==> src/rtl/fwd_pkg.sv <==
// Shared types and constants for the EX-stage forwarding / load-use hazard unit.
// Holds the select encodings, the shadow-stage record and the select-priority helper.
package fwd_pkg;

    localparam int FWD_ADDR_W = 5;
    localparam int FWD_SEL_W  = 2;

    localparam logic [FWD_SEL_W-1:0]  FWD_RF    = 2'b00;
    localparam logic [FWD_SEL_W-1:0]  FWD_EXMEM = 2'b10;
    localparam logic [FWD_SEL_W-1:0]  FWD_MEMWB = 2'b01;
    localparam logic [FWD_ADDR_W-1:0] REG_ZERO  = 5'd0;

    typedef struct packed {
        logic                  valid;
        logic [FWD_ADDR_W-1:0] dst;
        logic                  reg_write;
        logic                  mem_read;
    } stage_info_t;

    localparam stage_info_t STAGE_EMPTY = '{valid: 1'b0, dst: REG_ZERO, reg_write: 1'b0, mem_read: 1'b0};

    // Youngest producer first: ex is about to move to EX/MEM, mem to MEM/WB.
    function automatic logic [FWD_SEL_W-1:0] fwd_select(
        input logic                  enable,
        input logic [FWD_ADDR_W-1:0] src,
        input stage_info_t           ex,
        input stage_info_t           mem
    );
        logic [FWD_SEL_W-1:0] sel;
        if (!enable || (src == REG_ZERO)) begin
            sel = FWD_RF;
        end else if (ex.valid && ex.reg_write && (ex.dst == src)) begin
            sel = FWD_EXMEM;
        end else if (mem.valid && mem.reg_write && (mem.dst == src)) begin
            sel = FWD_MEMWB;
        end else begin
            sel = FWD_RF;
        end
        return sel;
    endfunction

endpackage

==> src/rtl/fwd_hazard_unit_if.sv <==
// Pipeline-side bundle of the forwarding unit: ID-stage info and controls in,
// forward selects and stall/bubble out. master = pipeline, slave = hazard unit.
interface fwd_hazard_unit_if #(
    parameter int REG_ADDR_W = 5,
    parameter int SEL_W      = 2
);
    logic                  ext_hold;
    logic                  flush;
    logic                  id_valid;
    logic [REG_ADDR_W-1:0] id_rs;
    logic [REG_ADDR_W-1:0] id_rt;
    logic                  id_uses_rs;
    logic                  id_uses_rt;
    logic [REG_ADDR_W-1:0] id_dst;
    logic                  id_reg_write;
    logic                  id_mem_read;
    logic [SEL_W-1:0]      forward_a;
    logic [SEL_W-1:0]      forward_b;
    logic                  stall;
    logic                  bubble;

    modport master (
        output ext_hold, flush, id_valid, id_rs, id_rt, id_uses_rs, id_uses_rt,
               id_dst, id_reg_write, id_mem_read,
        input  forward_a, forward_b, stall, bubble
    );

    modport slave (
        input  ext_hold, flush, id_valid, id_rs, id_rt, id_uses_rs, id_uses_rt,
               id_dst, id_reg_write, id_mem_read,
        output forward_a, forward_b, stall, bubble
    );
endinterface

==> src/rtl/fwd_stage_reg.sv <==
// One shadow pipeline-stage register (valid/dst/reg_write/mem_read) with
// freeze (hold) and squash (bubble) controls.
module fwd_stage_reg
    import fwd_pkg::*;
(
    input  logic        clk,
    input  logic        rst_n,
    input  logic        hold,
    input  logic        bubble,
    input  stage_info_t d,
    output stage_info_t q
);

    stage_info_t stage_d;
    stage_info_t stage_q;

    // Next-state select: freeze, squash, or take the upstream stage.
    always_comb begin
        stage_d = stage_q;
        if (hold) begin
            stage_d = stage_q;
        end else if (bubble) begin
            stage_d = STAGE_EMPTY;
        end else begin
            stage_d = d;
        end
    end

    // Stage state register.
    always_ff @(posedge clk or negedge rst_n) begin
        if (!rst_n) begin
            stage_q <= STAGE_EMPTY;
        end else begin
            stage_q <= stage_d;
        end
    end

    assign q = stage_q;

endmodule

==> src/rtl/fwd_hazard_unit.sv <==
// EX-stage forward-select generator and load-use hazard detector for the 5-stage pipeline.
// Optional performance counters (stall_cnt, fwd_cnt) are built when FWD_PERF_CNT_EN is defined.
module fwd_hazard_unit
    import fwd_pkg::*;
#(
    parameter int REG_ADDR_W = fwd_pkg::FWD_ADDR_W,
    parameter int SEL_W      = fwd_pkg::FWD_SEL_W
`ifdef FWD_PERF_CNT_EN
    ,
    parameter int CNT_W      = 32
`endif
) (
    input  logic               clk,
    input  logic               rst_n,
    fwd_hazard_unit_if.slave   bus
`ifdef FWD_PERF_CNT_EN
    ,
    output logic [CNT_W-1:0]   stall_cnt,
    output logic [CNT_W-1:0]   fwd_cnt
`endif
);

    logic [REG_ADDR_W-1:0] id_rs_s;
    logic [REG_ADDR_W-1:0] id_rt_s;
    stage_info_t           id_info_s;
    stage_info_t           s1_q;
    stage_info_t           s2_q;
    stage_info_t           s3_q;
    logic                  hazard_s;
    logic                  stall_s;
    logic                  bubble_s;
    logic [SEL_W-1:0]      forward_a_d;
    logic [SEL_W-1:0]      forward_b_d;
    logic [SEL_W-1:0]      forward_a_q;
    logic [SEL_W-1:0]      forward_b_q;
    logic                  unused_s3_s;

    assign id_rs_s = bus.id_rs;
    assign id_rt_s = bus.id_rt;

    // ID-stage record and load-use detection; flush overrides the stall.
    always_comb begin
        id_info_s = '{valid: bus.id_valid, dst: bus.id_dst,
                      reg_write: bus.id_reg_write, mem_read: bus.id_mem_read};
        hazard_s  = bus.id_valid && s1_q.valid && s1_q.mem_read && (s1_q.dst != REG_ZERO) &&
                    ((bus.id_uses_rs && (id_rs_s == s1_q.dst)) ||
                     (bus.id_uses_rt && (id_rt_s == s1_q.dst)));
        stall_s   = hazard_s && !bus.flush;
        bubble_s  = stall_s || bus.flush;
    end

    fwd_stage_reg u_s1 (
        .clk    (clk),
        .rst_n  (rst_n),
        .hold   (bus.ext_hold),
        .bubble (bubble_s),
        .d      (id_info_s),
        .q      (s1_q)
    );

    fwd_stage_reg u_s2 (
        .clk    (clk),
        .rst_n  (rst_n),
        .hold   (bus.ext_hold),
        .bubble (1'b0),
        .d      (s1_q),
        .q      (s2_q)
    );

    fwd_stage_reg u_s3 (
        .clk    (clk),
        .rst_n  (rst_n),
        .hold   (bus.ext_hold),
        .bubble (1'b0),
        .d      (s2_q),
        .q      (s3_q)
    );

    // MEM/WB shadow is kept for completeness of the pipeline image only.
    assign unused_s3_s = ^s3_q;

    // Selects are computed against s1/s2 now, since they will be EX/MEM and MEM/WB next cycle.
    always_comb begin
        forward_a_d = forward_a_q;
        forward_b_d = forward_b_q;
        if (bus.ext_hold) begin
            forward_a_d = forward_a_q;
            forward_b_d = forward_b_q;
        end else begin
            forward_a_d = fwd_select(bus.id_valid && bus.id_uses_rs && !bubble_s, id_rs_s, s1_q, s2_q);
            forward_b_d = fwd_select(bus.id_valid && bus.id_uses_rt && !bubble_s, id_rt_s, s1_q, s2_q);
        end
    end

    // Forward-select registers.
    always_ff @(posedge clk or negedge rst_n) begin
        if (!rst_n) begin
            forward_a_q <= FWD_RF;
            forward_b_q <= FWD_RF;
        end else begin
            forward_a_q <= forward_a_d;
            forward_b_q <= forward_b_d;
        end
    end

    assign bus.forward_a = forward_a_q;
    assign bus.forward_b = forward_b_q;
    assign bus.stall     = stall_s;
    assign bus.bubble    = bubble_s;

`ifdef FWD_PERF_CNT_EN
    logic [CNT_W-1:0] stall_cnt_d;
    logic [CNT_W-1:0] stall_cnt_q;
    logic [CNT_W-1:0] fwd_cnt_d;
    logic [CNT_W-1:0] fwd_cnt_q;

    // Saturating event counters, advancing edges only.
    always_comb begin
        stall_cnt_d = stall_cnt_q;
        fwd_cnt_d   = fwd_cnt_q;
        if (!bus.ext_hold && stall_s && !(&stall_cnt_q)) begin
            stall_cnt_d = stall_cnt_q + {{(CNT_W-1){1'b0}}, 1'b1};
        end else begin
            stall_cnt_d = stall_cnt_q;
        end
        if (!bus.ext_hold && ((forward_a_d != FWD_RF) || (forward_b_d != FWD_RF)) && !(&fwd_cnt_q)) begin
            fwd_cnt_d = fwd_cnt_q + {{(CNT_W-1){1'b0}}, 1'b1};
        end else begin
            fwd_cnt_d = fwd_cnt_q;
        end
    end

    // Counter registers.
    always_ff @(posedge clk or negedge rst_n) begin
        if (!rst_n) begin
            stall_cnt_q <= {CNT_W{1'b0}};
            fwd_cnt_q   <= {CNT_W{1'b0}};
        end else begin
            stall_cnt_q <= stall_cnt_d;
            fwd_cnt_q   <= fwd_cnt_d;
        end
    end

    assign stall_cnt = stall_cnt_q;
    assign fwd_cnt   = fwd_cnt_q;
`endif

endmodule

==> src/flat_wrapper.sv <==
// flat-port wrapper written by rule: the top's interface ports become plain ports
module fwd_hazard_unit_flat import fwd_pkg::*;
#(
    parameter int REG_ADDR_W = fwd_pkg::FWD_ADDR_W,
    parameter int SEL_W      = fwd_pkg::FWD_SEL_W

)
  (clk, rst_n, bus_ext_hold, bus_flush, bus_id_valid, bus_id_rs, bus_id_rt, bus_id_uses_rs, bus_id_uses_rt, bus_id_dst, bus_id_reg_write, bus_id_mem_read, bus_forward_a, bus_forward_b, bus_stall, bus_bubble);
  fwd_hazard_unit_if #(.REG_ADDR_W(REG_ADDR_W), .SEL_W(SEL_W)) bus_i ();
  input  logic clk;
  input  logic rst_n;
  input wire logic [$bits(bus_i.ext_hold)-1:0] bus_ext_hold;
  input wire logic [$bits(bus_i.flush)-1:0] bus_flush;
  input wire logic [$bits(bus_i.id_valid)-1:0] bus_id_valid;
  input wire logic [$bits(bus_i.id_rs)-1:0] bus_id_rs;
  input wire logic [$bits(bus_i.id_rt)-1:0] bus_id_rt;
  input wire logic [$bits(bus_i.id_uses_rs)-1:0] bus_id_uses_rs;
  input wire logic [$bits(bus_i.id_uses_rt)-1:0] bus_id_uses_rt;
  input wire logic [$bits(bus_i.id_dst)-1:0] bus_id_dst;
  input wire logic [$bits(bus_i.id_reg_write)-1:0] bus_id_reg_write;
  input wire logic [$bits(bus_i.id_mem_read)-1:0] bus_id_mem_read;
  output wire logic [$bits(bus_i.forward_a)-1:0] bus_forward_a;
  output wire logic [$bits(bus_i.forward_b)-1:0] bus_forward_b;
  output wire logic [$bits(bus_i.stall)-1:0] bus_stall;
  output wire logic [$bits(bus_i.bubble)-1:0] bus_bubble;
  assign bus_i.ext_hold = bus_ext_hold;
  assign bus_i.flush = bus_flush;
  assign bus_i.id_valid = bus_id_valid;
  assign bus_i.id_rs = bus_id_rs;
  assign bus_i.id_rt = bus_id_rt;
  assign bus_i.id_uses_rs = bus_id_uses_rs;
  assign bus_i.id_uses_rt = bus_id_uses_rt;
  assign bus_i.id_dst = bus_id_dst;
  assign bus_i.id_reg_write = bus_id_reg_write;
  assign bus_i.id_mem_read = bus_id_mem_read;
  assign bus_forward_a = bus_i.forward_a;
  assign bus_forward_b = bus_i.forward_b;
  assign bus_stall = bus_i.stall;
  assign bus_bubble = bus_i.bubble;
  fwd_hazard_unit #(.REG_ADDR_W(REG_ADDR_W), .SEL_W(SEL_W)) u_core (.clk(clk), .rst_n(rst_n), .bus(bus_i));
endmodule
==> config.mk <==
export PLATFORM = sky130hd
export DESIGN_NAME = fwd_hazard_unit_flat
export DESIGN_NICKNAME = d
export VERILOG_FILES = /design/src/rtl/fwd_pkg.sv /design/src/rtl/fwd_hazard_unit_if.sv /design/src/rtl/fwd_stage_reg.sv /design/src/rtl/fwd_hazard_unit.sv /design/src/flat_wrapper.sv
export SDC_FILE = /design/constraint.sdc
export NUM_CORES = 1
export LEC_CHECK = 0
export CAP_MARGIN = 20
export CORE_MARGIN = 3
export CORE_UTILIZATION = 52
export CTS_BUF_LIST = sky130_fd_sc_hd__clkbuf_16
export DETAILED_ROUTE_END_ITERATION = 10
export PLACE_DENSITY = 0.84
export SYNTH_ARGS = -nofsm -noshare
export SYNTH_HDL_FRONTEND = slang
export SYNTH_HIERARCHICAL = 1
export SYNTH_SLANG_ARGS = --single-unit
export TNS_END_PERCENT = 20
==> constraint.sdc <==
create_clock -name clk -period 5.1 [get_ports clk]
set_clock_uncertainty 0.05 [all_clocks]
set_input_delay 1.02 -clock clk [delete_from_list [all_inputs] [get_ports clk]]
set_output_delay 1.02 -clock clk [all_outputs]
set_load 0.05 [all_outputs]
==> metrics.md <==
| Metric | Value |
|---|---|
| Gp weighted congestion | `0.8382` |
| Critical path launch point type | `input port` |
| Reg-to-reg endpoint | `u_core/u_s1/q[3]` |
| CP Class | `in2out` |
| Htree depth | `1` |
| Via count | `about 980` |
| Min-delay worst type | `reg2reg` |
| Number of I/O port buffers | `29` |
| Initial DRC Count | `18` |
| Total wire length | `2713 um` |
| Drt pass-1 iters | `4` |
| Utilization after layout | `0.7754` |
| DRC Markers | `0` |
| Outcome | `finished clean` |
| Clk slew on worst S/H paths | `0.05 ns` |
| CP endpoint kind | `output pin` |
| Final Hold Fails | `0` |
| Root buf cell | `clkbuf_16` |
| Critical path buffers and inverters | `2` |
| CTS buffer count | `3` |
| Max Root-Sink Buffers | `2` |
| Max VDD drop | `187.3 uV` |
| Final setup viols | `0` |
| Crit path max fanout | `9` |
| Most frequent CP cell | `clkdlybuf4s50_1` |
| Reg-to-Reg Start | `u_core/u_s1/q[3]` |
| Antenna fix cells | `0` |
| Post-CTS setup buffer count | `0` |
| Initial antenna violation count | `0` |
| CP max stage delay | `0.86 ns` |
| Largest net degree at the start of global routing | `36` |
| RSZ-0062 raised after global routing | `false` |
| # clock sinks | `19` |
| Total die area | `about 2800 sq um` |
| Row count | `16` |
| Clk_lat worst skew | `0.25 ns` |
| Post-cts sizing count | `0` |
| Crit path DAT | `3.47 ns` |
| Critical-path top delay cell | `clkdlybuf4s50_1` |
| Nets | `182` |
| WHS Path Cells | `2` |
| Worst Reg-to-Reg Cells | `7` |
| Leakage | `0.6243 nW` |
| Fin. max-slew vios | `0` |
| Min-delay src | `u_core/u_s2/q[7]` |
| Hold worst-path end | `u_core/u_s2/q[7]` |
| Post-layout min period | `4.536 ns` |
| Die Y | `53.10 um` |
| Via-per-instance ratio | `5.342` |
| Final HPWL DP | `~2000 um` |
| Cell Chain, Critical Path | `clkdlybuf4s50_1 > xor2_1 > nor2_1 > nand4_2 > o32a_2 > nand2b_1 > clkdlybuf4s50_1` |
| Top delay family on crit path | `buffers and inverters` |
| CTS tree | `yes` |
| Synth warn | `6` |
| Max Cap Violations | `0` |
| Fin crit share | `0.8895` |
| Grt ovf | `0` |
| Fin Setup TNS | `0 ns` |
| Tightest Pin Transition | `0.8347 ns` |
| Slew headroom | `0.4418` |
| Area of the mapped netlist | `1154 sq um` |
| # hold bufs at CTS | `0` |
| Share of layout cells above drive strength 1 | `0.1019` |
| I/O pin count | `30` |
| First-pass GRT wire length | `4540 um` |
| R2r setup slk | `around 2.8 ns` |
| Total Routing Usage GR | `0.2305` |
| Die width | `53.10 um` |
| Pwr Density | `257.9 nW/um^2` |
| Mean Syn Cell Area | `9.694 sq um` |
| Wire per inst | `between 10 and 15 um` |
| Max Clock Freq | `220.4 MHz` |
| Vias in the first global route | `1022` |
| Req. time, crit path | `4.03 ns` |
| Final ANT Viol Nets | `0` |
| Core footprint | `2022 sq um` |
| Initial core utilization | `0.5705` |
| Synthesis-to-finish area growth | `35.90%` |
| Post-Syn Instances | `119` |
==> worst max-delay path by stage <==
stage	endpoint	cells after the start	slack (ns)	startpoint
6_report	bus_bubble	7	0.56	bus_id_rt[0]
5_1_grt	bus_bubble	7	0.45	bus_id_rt[4]
4_1_cts	bus_bubble	7	0.55	bus_id_rt[0]
3_5_place_dp	bus_bubble	7	0.56	bus_id_rt[0]
3_3_place_gp	bus_bubble	7	0.64	bus_id_rt[4]
2_1_floorplan	bus_stall	5	1.57	bus_id_rt[4]
==> placed cells by master, fill, tap and decap left out <==
| cell type | count |
|---|---|
| o21bai_1 | 2 |
| a22o_1 | 1 |
| nor3_1 | 1 |
| xnor2_1 | 11 |
| xor2_1 | 9 |
| dfrtp_1 | 19 |
| buf_4 | 1 |
| or2_1 | 1 |
| o21ai_2 | 2 |
| nand4_1 | 1 |
| o21ai_0 | 11 |
| nor2_1 | 5 |
| nand2_1 | 19 |
| a22o_2 | 2 |
| or4_4 | 1 |
| nand2b_1 | 14 |
| clkinvlp_4 | 1 |
| o41ai_2 | 1 |
| nor3_2 | 1 |
| nor4_1 | 2 |
| or4_1 | 2 |
| clkdlybuf4s50_1 | 29 |
| conb_1 | 7 |
| nand3_1 | 3 |
| nand4_2 | 2 |
| o21a_1 | 1 |
| o31ai_1 | 2 |
| o211ai_4 | 1 |
| clkbuf_16 | 3 |
| o32a_2 | 1 |
| a21oi_1 | 1 |
==> flip-flops by register name (all words and copies together), names as in the netlist <==
| register | flops |
|---|---|
| u_core/bus.forward_a | 2 |
| u_core/bus.forward_b | 2 |
| u_core/u_s1/q | 8 |
| u_core/u_s2/q | 7 |
==> power breakdown <==
part / internal (mW) / switching [mW]
clock: 0.106 / 0.0574
combinational: 0.0373 / 0.0313
sequential: 0.159 / 0.0132
total: 0.303 / 0.102
==> worst register-to-register path, stage by stage, from the launching register on <==
cell      delay (ns)
dfrtp_1         0.46
or4_4           0.58
o211ai_4        0.25
or2_1           0.15
o32a_2          0.15
nand2b_1        0.17
nand2b_1        0.19
o21ai_0         0.16
==> per-layer routing <==
layer  part of all wire  up-vias  GRT usage
li1                   -      489          -
met1               0.40      453     0.2540
met2               0.50       32     0.4008
met3              0.059        9    0.04789
met4              0.035        0     0.1404
met5                  0        -          0
==> layout make-up <==
class | instances | area (sq um)
clock buffers | 3 | 75.07
multi-input cells | 104 | 678.2
fillers | 139 | 454.2
clock inverters | 1 | 7.507
well taps | 27 | 33.78
repair buffers | 30 | 297.8
flip-flops and latches | 19 | 475.5
==> metrics by stage <==
stage                     std cells  setup slack, ns  instance area (sq um)  total power, mW  hold slack, ns
after CTS                       184           0.5496                   1568           0.4076          0.4462
final                           184           0.5635                   1568           0.4044          0.4445
after global routing            184           0.4469                   1568           0.4218          0.4670
after floorplan                 125            1.567                   1176           0.2088          0.4027
after detailed placement        180           0.5637                   1485           0.2426          0.4329
after global placement          180           0.6419                   1485           0.2399          0.4213
(Power assumes the default switching activity.)
